**src/rtl/ft_reg_bridge.sv**
```systemverilog
// ----------------------------------------------------------------------------
// ft_reg_bridge
// Bridges a word-oriented FWFT command stream onto a simple register bus and
// returns read data on a push-style downstream stream.
//
// A command is a header word ([15:12] opcode: 1 = write, 2 = read; [11:0] N),
// then an address word, then N data words for a write. A read echoes the
// header downstream, then returns N register words at consecutive addresses.
// Addresses wrap modulo 2^ADDR_WIDTH.
//
// Ports
//   clk, rst          clock, asynchronous active-high reset
//   rx_data/valid/en  upstream FWFT source: [17:16] byte enables, [15:0] data
//   tx_data/en/full   downstream sink: push tx_data when tx_en, stall on full
//   reg_addr          register address (current command address)
//   reg_wr/_wr_data   one-cycle write strobe with data
//   reg_rd/_rd_data   one-cycle read strobe; read data valid one cycle later
//   busy              high whenever a command is in progress
//   err_cnt           saturating count of protocol errors
//
// Strobes (rx_en, reg_wr, reg_rd, tx_en) are decoded from the registered state
// in the same cycle the word is consumed or sent, so that a reset drops them
// immediately. rx_en is also gated by rst so nothing is popped during reset.
// ----------------------------------------------------------------------------
module ft_reg_bridge #(
  parameter int ADDR_WIDTH = 16,
  parameter int DATA_WIDTH = 16
) (
  input  logic                  clk,
  input  logic                  rst,
  input  logic [DATA_WIDTH+1:0] rx_data,
  input  logic                  rx_valid,
  output logic                  rx_en,
  output logic [DATA_WIDTH-1:0] tx_data,
  output logic                  tx_en,
  input  logic                  tx_full,
  output logic [ADDR_WIDTH-1:0] reg_addr,
  output logic [DATA_WIDTH-1:0] reg_wr_data,
  output logic                  reg_wr,
  output logic                  reg_rd,
  input  logic [DATA_WIDTH-1:0] reg_rd_data,
  output logic                  busy,
  output logic [7:0]            err_cnt
);

  typedef enum logic [2:0] {
    S_IDLE   = 3'd0,
    S_ADDR   = 3'd1,
    S_WDATA  = 3'd2,
    S_RHDR   = 3'd3,
    S_RISSUE = 3'd4,
    S_RWAIT  = 3'd5,
    S_RSEND  = 3'd6
  } state_t;

  localparam logic [3:0] OP_WRITE = 4'h1;
  localparam logic [3:0] OP_READ  = 4'h2;

  state_t                  state_q, state_d;
  logic [DATA_WIDTH-1:0]   hdr_q, hdr_d;
  logic [11:0]             cnt_q, cnt_d;
  logic [ADDR_WIDTH-1:0]   addr_q, addr_d;
  logic [DATA_WIDTH-1:0]   hold_q, hold_d;
  logic [7:0]              err_q, err_d;

  logic                    be_ok_s;
  logic                    err_inc_s;
  logic [DATA_WIDTH-1:0]   word_s;
  logic [3:0]              op_s;
  logic [11:0]             n_s;

  assign word_s   = rx_data[DATA_WIDTH-1:0];
  assign be_ok_s  = (rx_data[DATA_WIDTH+1:DATA_WIDTH] == 2'b11);
  assign op_s     = word_s[15:12];
  assign n_s      = word_s[11:0];
  assign reg_addr = addr_q;
  assign busy     = (state_q != S_IDLE);
  assign err_cnt  = err_q;

  // Next-state, datapath and strobe decode.
  always_comb begin
    state_d     = state_q;
    hdr_d       = hdr_q;
    cnt_d       = cnt_q;
    addr_d      = addr_q;
    hold_d      = hold_q;
    err_inc_s   = 1'b0;
    reg_wr      = 1'b0;
    reg_wr_data = {DATA_WIDTH{1'b0}};
    reg_rd      = 1'b0;
    tx_en       = 1'b0;
    tx_data     = {DATA_WIDTH{1'b0}};
    rx_en       = rx_valid && !rst &&
                  ((state_q == S_IDLE) || (state_q == S_ADDR) || (state_q == S_WDATA));

    case (state_q)
      S_IDLE: begin
        if (rx_en) begin
          if (!be_ok_s) begin
            err_inc_s = 1'b1;
          end else if ((op_s == OP_WRITE) || (op_s == OP_READ)) begin
            // N = 0 is a legal no-op: stay idle without flagging an error.
            if (n_s != 12'd0) begin
              hdr_d   = word_s;
              cnt_d   = n_s;
              state_d = S_ADDR;
            end else begin
              state_d = S_IDLE;
            end
          end else begin
            err_inc_s = 1'b1;
          end
        end else begin
          state_d = S_IDLE;
        end
      end
      S_ADDR: begin
        if (rx_en) begin
          if (!be_ok_s) begin
            err_inc_s = 1'b1;
            state_d   = S_IDLE;
          end else begin
            addr_d  = word_s[ADDR_WIDTH-1:0];
            state_d = (hdr_q[15:12] == OP_WRITE) ? S_WDATA : S_RHDR;
          end
        end else begin
          state_d = S_ADDR;
        end
      end
      S_WDATA: begin
        if (rx_en) begin
          if (!be_ok_s) begin
            err_inc_s = 1'b1;
            state_d   = S_IDLE;
          end else begin
            reg_wr      = 1'b1;
            reg_wr_data = word_s;
            addr_d      = addr_q + ADDR_WIDTH'(1);
            cnt_d       = cnt_q - 12'd1;
            state_d     = (cnt_q == 12'd1) ? S_IDLE : S_WDATA;
          end
        end else begin
          state_d = S_WDATA;
        end
      end
      S_RHDR: begin
        if (!tx_full) begin
          tx_en   = 1'b1;
          tx_data = hdr_q;
          state_d = S_RISSUE;
        end else begin
          state_d = S_RHDR;
        end
      end
      S_RISSUE: begin
        reg_rd  = 1'b1;
        state_d = S_RWAIT;
      end
      S_RWAIT: begin
        // Read data is only valid for this one cycle, so no stall here.
        hold_d  = reg_rd_data;
        state_d = S_RSEND;
      end
      S_RSEND: begin
        if (!tx_full) begin
          tx_en   = 1'b1;
          tx_data = hold_q;
          addr_d  = addr_q + ADDR_WIDTH'(1);
          cnt_d   = cnt_q - 12'd1;
          state_d = (cnt_q == 12'd1) ? S_IDLE : S_RISSUE;
        end else begin
          state_d = S_RSEND;
        end
      end
      default: begin
        state_d = S_IDLE;
      end
    endcase

    if (err_inc_s && (err_q != 8'hFF)) begin
      err_d = err_q + 8'd1;
    end else begin
      err_d = err_q;
    end
  end

  // State and datapath registers.
  always_ff @(posedge clk or posedge rst) begin
    if (rst) begin
      state_q <= S_IDLE;
      hdr_q   <= {DATA_WIDTH{1'b0}};
      cnt_q   <= 12'd0;
      addr_q  <= {ADDR_WIDTH{1'b0}};
      hold_q  <= {DATA_WIDTH{1'b0}};
      err_q   <= 8'd0;
    end else begin
      state_q <= state_d;
      hdr_q   <= hdr_d;
      cnt_q   <= cnt_d;
      addr_q  <= addr_d;
      hold_q  <= hold_d;
      err_q   <= err_d;
    end
  end

endmodule
```
**config.mk**
```make
export PLATFORM = sky130hd
export DESIGN_NAME = ft_reg_bridge
export DESIGN_NICKNAME = d
export VERILOG_FILES = /design/src/rtl/ft_reg_bridge.sv
export SDC_FILE = /design/constraint.sdc
export NUM_CORES = 1
export LEC_CHECK = 0
export ABC_AREA = 1
export CAP_MARGIN = 20
export CORE_MARGIN = 1.5
export CORE_UTILIZATION = 51
export CTS_CLUSTER_SIZE = 12
export DETAILED_ROUTE_END_ITERATION = 10
export PLACE_DENSITY_LB_ADDON = 0.2
export SETUP_SLACK_MARGIN = 0.2
export SYNTH_ARGS = -nofsm -noshare
export SYNTH_HDL_FRONTEND = slang
export SYNTH_SLANG_ARGS = --single-unit
```
**constraint.sdc**
```tcl
create_clock -name clk -period 4 [get_ports clk]
set_clock_uncertainty 0.1 [all_clocks]
set_input_delay 0.8 -clock clk [delete_from_list [all_inputs] [get_ports clk]]
set_output_delay 0.8 -clock clk [all_outputs]
set_load 0.005 [all_outputs]
```
======== Word-level counts from Yosys, hierarchy flattened ========
Cells that the tools add are included.
storage, ports and cells
  latch bits .............................. 0
  bits in read-only memories .............. 0
  logic and storage cells ................. 96
  memories ................................ 0
  RAM bits ................................ 0
  input port bits ......................... 38
  bits in registers ....................... 71
  output and inout bits ................... 61
operators by class
  $add $sub $neg .......................... 3
  order comparisons ....................... 0
  reductions and logical operators ........ 18
  div/mod/pow operators ................... 0
  muxes and demuxes ....................... 46
  multipliers ............................. 0
  bitwise logic cells ..................... 0
  shift operators ......................... 0
  equality and inequality tests ........... 23
operators with widths
  cell                                                 number
  2-to-1 mux 16 bit                                    10
  2-to-1 mux 12 bit                                    7
  one-hot mux 16 bit (3 select lines)                  1
  one-hot mux 12 bit (3 select lines)                  1
  one-hot mux 16 bit (2 select lines)                  1
  2-to-1 mux 3 bit                                     8
  one-hot mux 3 bit (7 select lines)                   1
  adder 16 x 1 -> 16 bit (second input constant)       1
  inequality test 2 bit (second input constant)        7
  2-to-1 mux 1 bit                                     13
  == test 12 x 1 -> 1 bit (second input constant)      1
  nonzero test 12 bit                                  1
  subtractor 12 x 1 -> 12 bit (second input constant)  1
  == test 3 bit (second input constant)                3
  nonzero test 3 bit                                   3
  adder 8 x 1 -> 8 bit (second input constant)         1
  == test 4 x 1 -> 1 bit (second input constant)       2
  inequality test 8 bit (second input constant)        1
  AND reduction 8 bit                                  1
  == test 3 x 2 -> 1 bit (second input constant)       2
  2-to-1 mux 2 bit                                     3
  AND reduction 6 bit                                  1
  AND reduction 5 bit                                  1
  == test 4 x 2 -> 1 bit (second input constant)       1
  12 further kinds                                     18

======== Logic depth before layout (Yosys ltp) ========
  depth after elaboration ................. 7
  depth in mapped cells ................... 11
  mapped depth without buffers ............ 11

======== Worst setup path before layout ========
No wires, ideal clock.
  path type ............................... in2out
  from .................................... input rst
  to ...................................... output reg_wr_data[10]
  stages .................................. 6
  data required time ...................... 3.100 ns
  data arrival time ....................... 2.530 ns
  path buffers ............................ 1
  slack ................................... 0.570 ns
  cells stage by stage .................... inv_2 nand2_2 nor2_1 nand2_1 buf_2 nor2_1
between the ends
  word-level cells in the longest chain between the ends .. 5
RTL lines
  what                                line  source
  from (decl)                         30    input logic rst,
  logical NOT 1 bit (no source line)  --
  logical AND 1 bit (2 in a row)      93    rx_en = rx_valid && !rst &&
  2-to-1 mux 16 bit                   131   if (rx_en) begin
  2-to-1 mux 16 bit                   96    case (state_q)
  to (decl)                           38    output logic [DATA_WIDTH-1:0] reg_wr_data,
No other way between the ends.

======== Worst setup path in the final report ========
  from .................................... input tx_full
  to ...................................... output tx_data[2]
between the ends
  word-level cells in the longest chain between the ends .. 2
  elaborated cells between the ends (all ways) .. 3
RTL lines
  what                                     line      source
  from (decl)                              36        input logic tx_full,
  2-to-1 mux 16 bit (on tied branches)     165, 147
  one-hot mux 16 bit (2 select lines) (*)  96
  to (decl)                                34        output logic [DATA_WIDTH-1:0] tx_data,
Every way passes the cells marked *; elsewhere a longest branch is shown, timed or not.

==> run_results.csv <==
group,metric,value,unit
outcome,run_status,"complete, no violations",
layout,filler_cell_count,727,
timing,tns,0,ps
clocking,cts_num_sinks,71,
floorplanning,initial_core_utilization,53.2,%
critical_path,worst-endpoint-required,3100,ps
critical_path,critical_path.endpoint_type,"output pin",
clocking,ctsRootBufferMaster,"sky130_fd_sc_hd__clkbuf_8",
critical_path,r2r_slack,1900,ps
synth,synth_async_sr_flop_share,100,%
layout,antenna-diode-count,0,
clocking,cts_resized,0,
critical_path,critical_path_peak_fanout,17,
placement,placed_cells,831,
critical_path,timing.critical_path.from_type,"input pin",
placement,detailedPlacementHpwl,8600,um
floorplanning,fp.dieW,96.3,um
timing,worst_setup_slack_final,559,ps
synth,synth.lib_cells_used.distinct,35,
clocking,clock_latency,340,ps
pwr,power.density,628,nW/um^2
layout,mostFrequentLayoutCells,"sky130_fd_sc_hd__nand2_1, sky130_fd_sc_hd__clkdlybuf4s50_1, sky130_fd_sc_hd__inv_1",
clocking,tritoncts.num_buffers,9,
pwr,static-leakage-power,2.73,nW
layout,layout.cells.most_common,"sky130_fd_sc_hd__nand2_1",
synth,postSynthAreaPerCell,6.90,sq um
clocking,clock_input_transition_at_the_sequential_cells_of_the_worst_setup_and_hold_paths,70,ps
pwr,irDropWorstVdd,0.313,mV
drt,avgViaCountPerCell,5.20,
synth,synthesis.yosys.warnings,0,
floorplanning,die_area,9270,sq um
worst_hold_path,hp-class,"register to register",
timing,finalHoldViolations,0,
timing,period_share,86.0,%
drt,totalWireLength,11400,um
synth,synth-edff-count,0,
floorplanning,num_rows,33,
timing,slew_headroom,40.9,%
global_routing,grt_pass1_wl,18600,um
synth,synth_seq_area_share,40.0,%
layout,final_cell_area,5660,sq um
layout,stdcell_count,847,
critical_path,timing.setup.critical_path_class,"input pin to output pin",
global_routing,grt.total_usage,26.1,%
placement,gpl.final_weighted_congestion,0.922,
drt,via_count,4408,
critical_path,worstPathArrival,2540,ps
clocking,clock_tree_from_tritoncts,"built",
timing,achievable_clock_frequency,291,MHz
timing,setup_viol,0,
floorplanning,chipHeight,96.3,um
drt,dr.first_iter.drc_count,183,
synth,synth_seq_cells,71,
drt,antenna_violating_nets_post_route,0,
job,drv.max_cap_violation_count,0,
layout,post_route_cells_drive_above_1_share,7.28,%
drt,drt_pass1_iterations,4,
timing,tightest_slew,886,ps
floorplanning,design.core.area,8340,sq um
timing,slew_violations,0,
global_routing,global_route.overflow_total,0,
synth,syn_nets,685,
timing,rsz_0062_raised_after_global_routing,"no",
clocking,post_cts.repair.setup_buffers,0,
timing,minimum_clock_period_after_layout,3440,ps
synth,ys.flop_type,"sky130_fd_sc_hd__dfrtp_1",
layout,syn_to_layout_area_delta,27.6,%
synth,netlist_area,4440,sq um
drt,post-route-drc-count,0,
floorplanning,num_io_pins,99,
clocking,clock_tree.htree_level_count,3,
global_routing,largest_net_degree_at_the_start_of_global_routing,72,
pwr,power.total,3.56,mW
clocking,cts-hold-fix-buffers,0,
global_routing,initial_antenna_violation_count,0,
placement,dpl_worst_slack,447,ps
global_routing,first_global_vias,4045,
drt,routed_wire_length_per_instance,13.4,um
clocking,clock_path_buffers,2,
layout,fin_nets,779,
placement,placement.cell_area,5450,sq um
synth,synth_cells,643,
placement,numPortBuffers,98,
[area by class of cell]
cell class                 count  area, sq um  area share, %
clock inverter                 6         85.1           1.50
timing repair buffer         102         1010           17.8
tap                          105          131           2.32
multi-input combinational    462         2180           38.5
sequential                    71         1780           31.4
clock buffer                  10          128           2.25
inverter                      91          349           6.16
[power by group]
group	internal (mW)	switching [mW]	leakage [nW]	total (mW)
clock	0.349	0.272	0.102	0.621
sequential	1.02	0.274	0.841	1.30
combinational	0.701	0.938	1.78	1.64
[final timing paths]
path / startpoint / end / cells past startpoint
worst min register to register: cnt_q[9]$_DFFE_PP0P_ / cnt_q[9]$_DFFE_PP0P_ / 2
max in group asynchronous: rst / hold_q[11]$_DFFE_PP0P_ / 3
worst max register to register: state_q[1]$_DFFE_PP0P_ / reg_addr[2]$_DFFE_PP0P_ / 10
worst min-delay path: cnt_q[9]$_DFFE_PP0P_ / cnt_q[9]$_DFFE_PP0P_ / 2
worst max-delay path: tx_full / tx_data[2] / 5
min in group asynchronous: rst / cnt_q[0]$_DFFE_PP0P_ / 3
[Yosys cell counts (3+ instances only)]
master                     number  area share, %
sky130_fd_sc_hd__xnor2_1        4           0.79
sky130_fd_sc_hd__inv_1         83            7.0
sky130_fd_sc_hd__nand2_1      216             18
sky130_fd_sc_hd__nand3_1       34            3.8
sky130_fd_sc_hd__buf_2          7           0.79
sky130_fd_sc_hd__xor2_1         6            1.2
sky130_fd_sc_hd__o21ai_1       23            2.6
sky130_fd_sc_hd__nand2_2        5           0.70
sky130_fd_sc_hd__nor2_4         6            1.5
sky130_fd_sc_hd__nor2_2         3           0.42
sky130_fd_sc_hd__o21ai_0       32            3.6
sky130_fd_sc_hd__nor2_1        76            6.4
sky130_fd_sc_hd__ha_1           4            1.1
sky130_fd_sc_hd__o22ai_1       16            2.3
sky130_fd_sc_hd__inv_4          3           0.42
sky130_fd_sc_hd__dfrtp_1       71             40
sky130_fd_sc_hd__buf_6          6            1.5
sky130_fd_sc_hd__nand4_1       10            1.4
sky130_fd_sc_hd__inv_2          5           0.42
sky130_fd_sc_hd__nand2_4        3           0.76
sky130_fd_sc_hd__a21oi_1        8           0.90
sky130_fd_sc_hd__clkbuf_1       3           0.25
[cell families (layout without fill, tap and decap cells)]
family	Yosys count	after routing	share of synthesized area, %
AOI/OAI and AO/OA	85	85	10.9
xor gates and xnor gates	10	10	1.97
adders and majority gates	4	4	1.13
buffers and inverters	110	209	10.9
DFF	71	71	40.0
and+or+nand+nor	363	363	35.2
[layer usage]
| layer | GRT usage, % | share of wire [%] |
|---|---|---|
| met2 | 44.7 | 51 |
| met5 | 0 | 0 |
| met4 | 9.78 | 1.7 |
| met1 | 32.2 | 43 |
| met3 | 5.29 | 5.1 |
[worst max-delay path: stages]
cell and delay [ps]:
sky130_fd_sc_hd__clkdlybuf4s50_1 440, sky130_fd_sc_hd__inv_1 110, sky130_fd_sc_hd__nand2_1 340, sky130_fd_sc_hd__o22ai_1 300, sky130_fd_sc_hd__clkdlybuf4s50_1 560
[stage by stage]
step / hold slack (ps) / util [%]
after floorplan: 343 / -
after global placement: 359 / 65.3
after detailed placement: 367 / 65.3
after CTS: 384 / 67.9
after global routing: 407 / 67.9
final: 384 / 67.9
[sequential cells by signal (all words and copies together) (netlist names)]
name,cells
hold_q,16
hdr_q,16
cnt_q,12
reg_addr,16
err_cnt,8
state_q,3
Note: power is estimated with default switching activity, not from simulation.
==> RTL change 1 (same settings) <==
Re-encode `state_t` (7 states) as one-hot, 7 bits wide.
--- a/src/rtl/ft_reg_bridge.sv
+++ b/src/rtl/ft_reg_bridge.sv
@@ -43,14 +43,14 @@
   output logic [7:0]            err_cnt
 );
 
-  typedef enum logic [2:0] {
-    S_IDLE   = 3'd0,
-    S_ADDR   = 3'd1,
-    S_WDATA  = 3'd2,
-    S_RHDR   = 3'd3,
-    S_RISSUE = 3'd4,
-    S_RWAIT  = 3'd5,
-    S_RSEND  = 3'd6
+  typedef enum logic [6:0] {
+    S_IDLE   = 7'b0000001,
+    S_ADDR   = 7'b0000010,
+    S_WDATA  = 7'b0000100,
+    S_RHDR   = 7'b0001000,
+    S_RISSUE = 7'b0010000,
+    S_RWAIT  = 7'b0100000,
+    S_RSEND  = 7'b1000000
   } state_t;
 
   localparam logic [3:0] OP_WRITE = 4'h1;
Function: same outputs for any inputs over 4 cycles, from zero or initial values and one cycle with rst high; so few cycles prove little.
==> RTL change 1 against the unedited design <==
Power decreased by 13%. Maximum frequency decreased by 4.3%. Area after synthesis increased by 9.6%. Final area increased by 8.3%. Sequential share of layout area decreased by 0.76 points. Die area increased by 9.3%. Sequential cell count increased by 4. Core utilization decreased by 1.5 points. Wire length increased by 19%. Setup slack got worse by 0.15 ns.
==> RTL change 1: results (changes against the unedited design) <==
Slew headroom 34.7% (was 40.9%); first-pass GRT wire length 21800 um (was 18600 um); vias in the first global route 4455 (was 4045); Fill cells 810 (was 727); pre-CTS setup slack 0.408 ns (was 0.447 ns); vias per cell 5.26 (was 5.20); Clock Tree Buf Depth 2 (unchanged); nets@finish 796 (was 779); routability cong. 0.964 (was 0.922); clock transition at the registers of the reported paths 0.09 ns (was 0.07 ns); total wire length 13500 um (was 11400 um); layout cells sized above 1 12.3% (was 7.28%); outcome finished clean (unchanged); maximum VDD drop 0.000389 V (was 0.000313 V); post-synthesis sequential area ratio 38.6% (was 40.0%); Initial DRC Count 227 (was 183); Internal 1860 uW (was 2070 uW); DRT Pass-1 Iters 5 (was 4); Hold Crit Class register to register (unchanged); crit-path max cell delay 0.54 ns (was 0.56 ns); Worst R2R Setup Slack 1.66 ns (was 1.90 ns); initial antenna violation count 1 (was 0); largest cells by area after synthesis dfrtp_1 (38%), nand2_1 (16%), nand3_1 (6.8%) (was dfrtp_1 (40%), nand2_1 (18%), inv_1 (7.0%)); critical path arrival 2.70 ns (was 2.54 ns); Global Route Usage Sum 27.6% (was 26.1%); static leakage power 0.00298 uW (was 0.00273 uW); Synth top cells by count nand2_1 (209), dfrtp_1 (74), nor2_1 (74), nand3_1 (66), inv_1 (60) (was nand2_1 (216), inv_1 (83), nor2_1 (76), dfrtp_1 (71), nand3_1 (34)); R2R depth 9 (was 10); Syn Nets 701 (was 685); clk_lat worst skew 0.36 ns (was 0.34 ns); largest net degree at the start of global routing 76 (was 72); fmax 0.278 GHz (was 0.291 GHz); post-DP HPWL 9980 um (was 8600 um)
-- RTL change 1: cell types whose count changed in the layout (fill, tap and decap cells not counted), moves of 12 or more --
| cell | delta |
|---|---|
| nand3_1 | +32 |
| o21ai_1 | -16 |
| o21ai_2 | +12 |
| a32o_1 | +13 |
| inv_1 | -24 |
| o22ai_1 | -15 |
-- RTL change 1: layer usage --
layer,track usage (%),part of all wire (%),up-vias
met3,5.20,6.0,28
met1,36.6,43,2195
met4,10.5,2.7,0
met5,0,0,-
met2,44.8,48,148
li1,-,-,2306
-- RTL change 1: power by group through the flow --
stage	Clock, uW	Sequential, uW	Combinational, uW
finish	699	1210	1190
floorplan	0	1170	761
detailed placement	0	1220	1190
global placement	0	1220	1160
CTS	709	1210	1190
global route	738	1250	1350
-- RTL change 1: logic make-up after synthesis --
| family | synth area share [%] |
|---|---|
| flops | 38.6 |
| simple gates | 35.4 |
| compound gates | 9.41 |
| mux | 4.40 |
| buf+inv | 8.85 |
| fa+ha+maj | 1.03 |
| xor+xnor | 2.34 |
-- RTL change 1: cell type report --
cell class / count / area share [%]
Antenna cell: 1 / 0.0408
Clock buffer: 9 / 2.02
Clock inverter: 7 / 1.73
Inverter: 73 / 4.57
Multi-Input combinational cell: 491 / 41.7
Sequential cell: 75 / 30.6
Tap cell: 129 / 2.63
Timing Repair Buffer: 104 / 16.7
-- RTL change 1: per-stage QoR --
step	instances	area, um^2	hold WS, ns	total power, uW
2_1_floorplan	659	4870	0.355	1930
3_3_place_gp	872	5900	0.370	2370
3_5_place_dp	872	5900	0.374	2410
4_1_cts	888	6130	0.395	3110
5_1_grt	889	6140	0.422	3330
6_report	889	6140	0.396	3100
-- RTL change 1: tightest hold or removal path, delay by kind of cell (launching register included) --
family,cells,cell delay [ns]
simple gates,1,0.07
compound gates,1,0.05
flops,1,0.36
-- RTL change 1: final timing paths --
kind,start,endpoint
min in group asynchronous,rst,err_cnt[4]$_DFFE_PP0P_
setup / recovery,rx_data[16],reg_wr_data[15]
setup reg to reg,state_q[2]$_DFFE_PP0P_,cnt_q[3]$_DFFE_PP0P_
hold / removal,hdr_q[6]$_DFFE_PP0P_,hdr_q[6]$_DFFE_PP0P_
hold reg to reg,hdr_q[6]$_DFFE_PP0P_,hdr_q[6]$_DFFE_PP0P_
max in group asynchronous,rst,reg_addr[15]$_DFFE_PP0P_
==> RTL change 2 (same flow settings) <==
Made on the original files. Set the parameter `DATA_WIDTH` to 32 (it was 16).
--- a/src/rtl/ft_reg_bridge.sv
+++ b/src/rtl/ft_reg_bridge.sv
@@ -24,7 +24,7 @@
 // ----------------------------------------------------------------------------
 module ft_reg_bridge #(
   parameter int ADDR_WIDTH = 16,
-  parameter int DATA_WIDTH = 16
+  parameter int DATA_WIDTH = 32
 ) (
   input  logic                  clk,
   input  logic                  rst,
Ports: changed (resized reg_rd_data, reg_wr_data, rx_data and tx_data); port bits go from 99 to 163. The function was not compared with the original's and may differ.
==> RTL change 2 against the unedited design <==
Setup slack got worse by 0.22 ns. Wire length increased by 40%. Register-to-register slack worse by 0.20 ns. First-iteration DRC count grew 140%. Via count is 27% higher. Synthesized cell count up 24%. Sequential cell count increased by 32. Maximum frequency is 6.0% lower. Power grew 25%. Final area rose by 40%. Area after synthesis grew 33%. Count of clock-buffer cells in the layout decreased by 1. Critical endpoint is now reg_wr_data[0]. Highest routed layer unchanged.
==> RTL change 2: results (changes against the unedited design) <==
Global Route Usage Sum 27.3% (was 26.1%); largest cells by area after synthesis dfrtp_1 (44%), nand2_1 (14%), nand3_1 (8.7%) (was dfrtp_1 (40%), nand2_1 (18%), inv_1 (7.0%)); post-synthesis sequential area ratio 43.7% (was 40.0%); Syn Nets 873 (was 685); critical path endpoint reg_wr_data[0] (was tx_data[2]); Worst R2R Setup Slack 1.70 ns (was 1.90 ns); met3 wire len 887 um (was 575 um); routability cong. 0.922 (about the same); Compound-Gate Fraction of Synth Area 6.49% (was 10.9%); Tcrit/Tclk final 91.5% (was 86.0%); largest net degree at the start of global routing 75 (was 72); Slew headroom 35.7% (was 40.9%); register area 2580 um^2 (was 1780 um^2); nets@finish 1022 (was 779); vias per cell 5.13 (was 5.20); comb_multi_in 574 (was 462); wire per inst 14.6 um (was 13.4 um); clk_lat worst skew 0.35 ns; critical path arrival 2.76 ns (was 2.54 ns); met1 WL 7620 um (was 4840 um); static leakage power 0.00375 uW (was 0.00273 uW); mux share of post-synthesis cell area 5.92% (was 0%); first-pass GRT wire length 27100 um (was 18600 um); outcome finished clean (unchanged); DR top layer met4 (unchanged); Critical Path Source rx_valid (was tx_full); Synth top cells by count nand2_1 (227), dfrtp_1 (103), nand3_1 (103), nor2_1 (93), inv_1 (80) (was nand2_1 (216), inv_1 (83), nor2_1 (76), dfrtp_1 (71), nand3_1 (34)); grt met3 use 5.82% (was 5.29%); R2R depth 6 (was 10); GR Layer Usage met2 41.5% (was 44.7%); vias in the first global route 5396 (was 4045); CTS root buf clkbuf_16 (was clkbuf_8); routed wl met2 7160 um (was 5770 um); area of the multi-input gates 2820 um^2 (was 2180 um^2); layout cells sized above 1 7.98% (was 7.28%); clock transition at the registers of the reported paths 0.07 ns (about the same); Area Growth Syn to Fin 34.4% (was 27.6%); Port Buffers 162 (was 98); xor/xnor share of the synthesized area 2.23% (was 1.97%); met1 usage 40.0% (was 32.2%); reg-to-reg endpoint reg_addr[0]$_DFFE_PP0P_ (was reg_addr[2]$_DFFE_PP0P_); DRT Pass-1 Iters 5 (was 4); Fill cells 987 (was 727); DP Area 7630 um^2 (was 5450 um^2); bufs w/o clock 175 (was 102); Post-Synth Adder-Cell Area 0.848% (was 1.13%); Data buffer area share 21.8% (was 17.8%); highest net fanout along the worst path 21 (was 17); post-DP HPWL 11800 um (was 8600 um)
RTL change 2: critical path, stage by stage:
cell and delay [ns]:
clkdlybuf4s50_1 0.47, inv_1 0.04, nor2_1 0.18, nand3_1 0.19, inv_1 0.12, nand2_1 0.07
buf_4 0.22, nor2_1 0.13, clkdlybuf4s50_1 0.52
RTL change 2: per-stage QoR:
step / instances / power, uW / utilization (%)
after global placement: 1080 / 3510 / 67.1
after global routing: 1095 / 4790 / 69.7
after detailed placement: 1080 / 3550 / 67.1
after floorplan: 799 / 2920 / -
final: 1095 / 4440 / 69.7
after CTS: 1095 / 4460 / 69.7
RTL change 2: report_power, final:
part / internal (uW) / leakage, uW / total [uW] / switching, uW
clock network: 487 / 0.000143 / 890 / 403
registers: 1440 / 0.00130 / 1800 / 367
logic: 827 / 0.00231 / 1750 / 919
total: 2750 / 0.00375 / 4440 / 1690
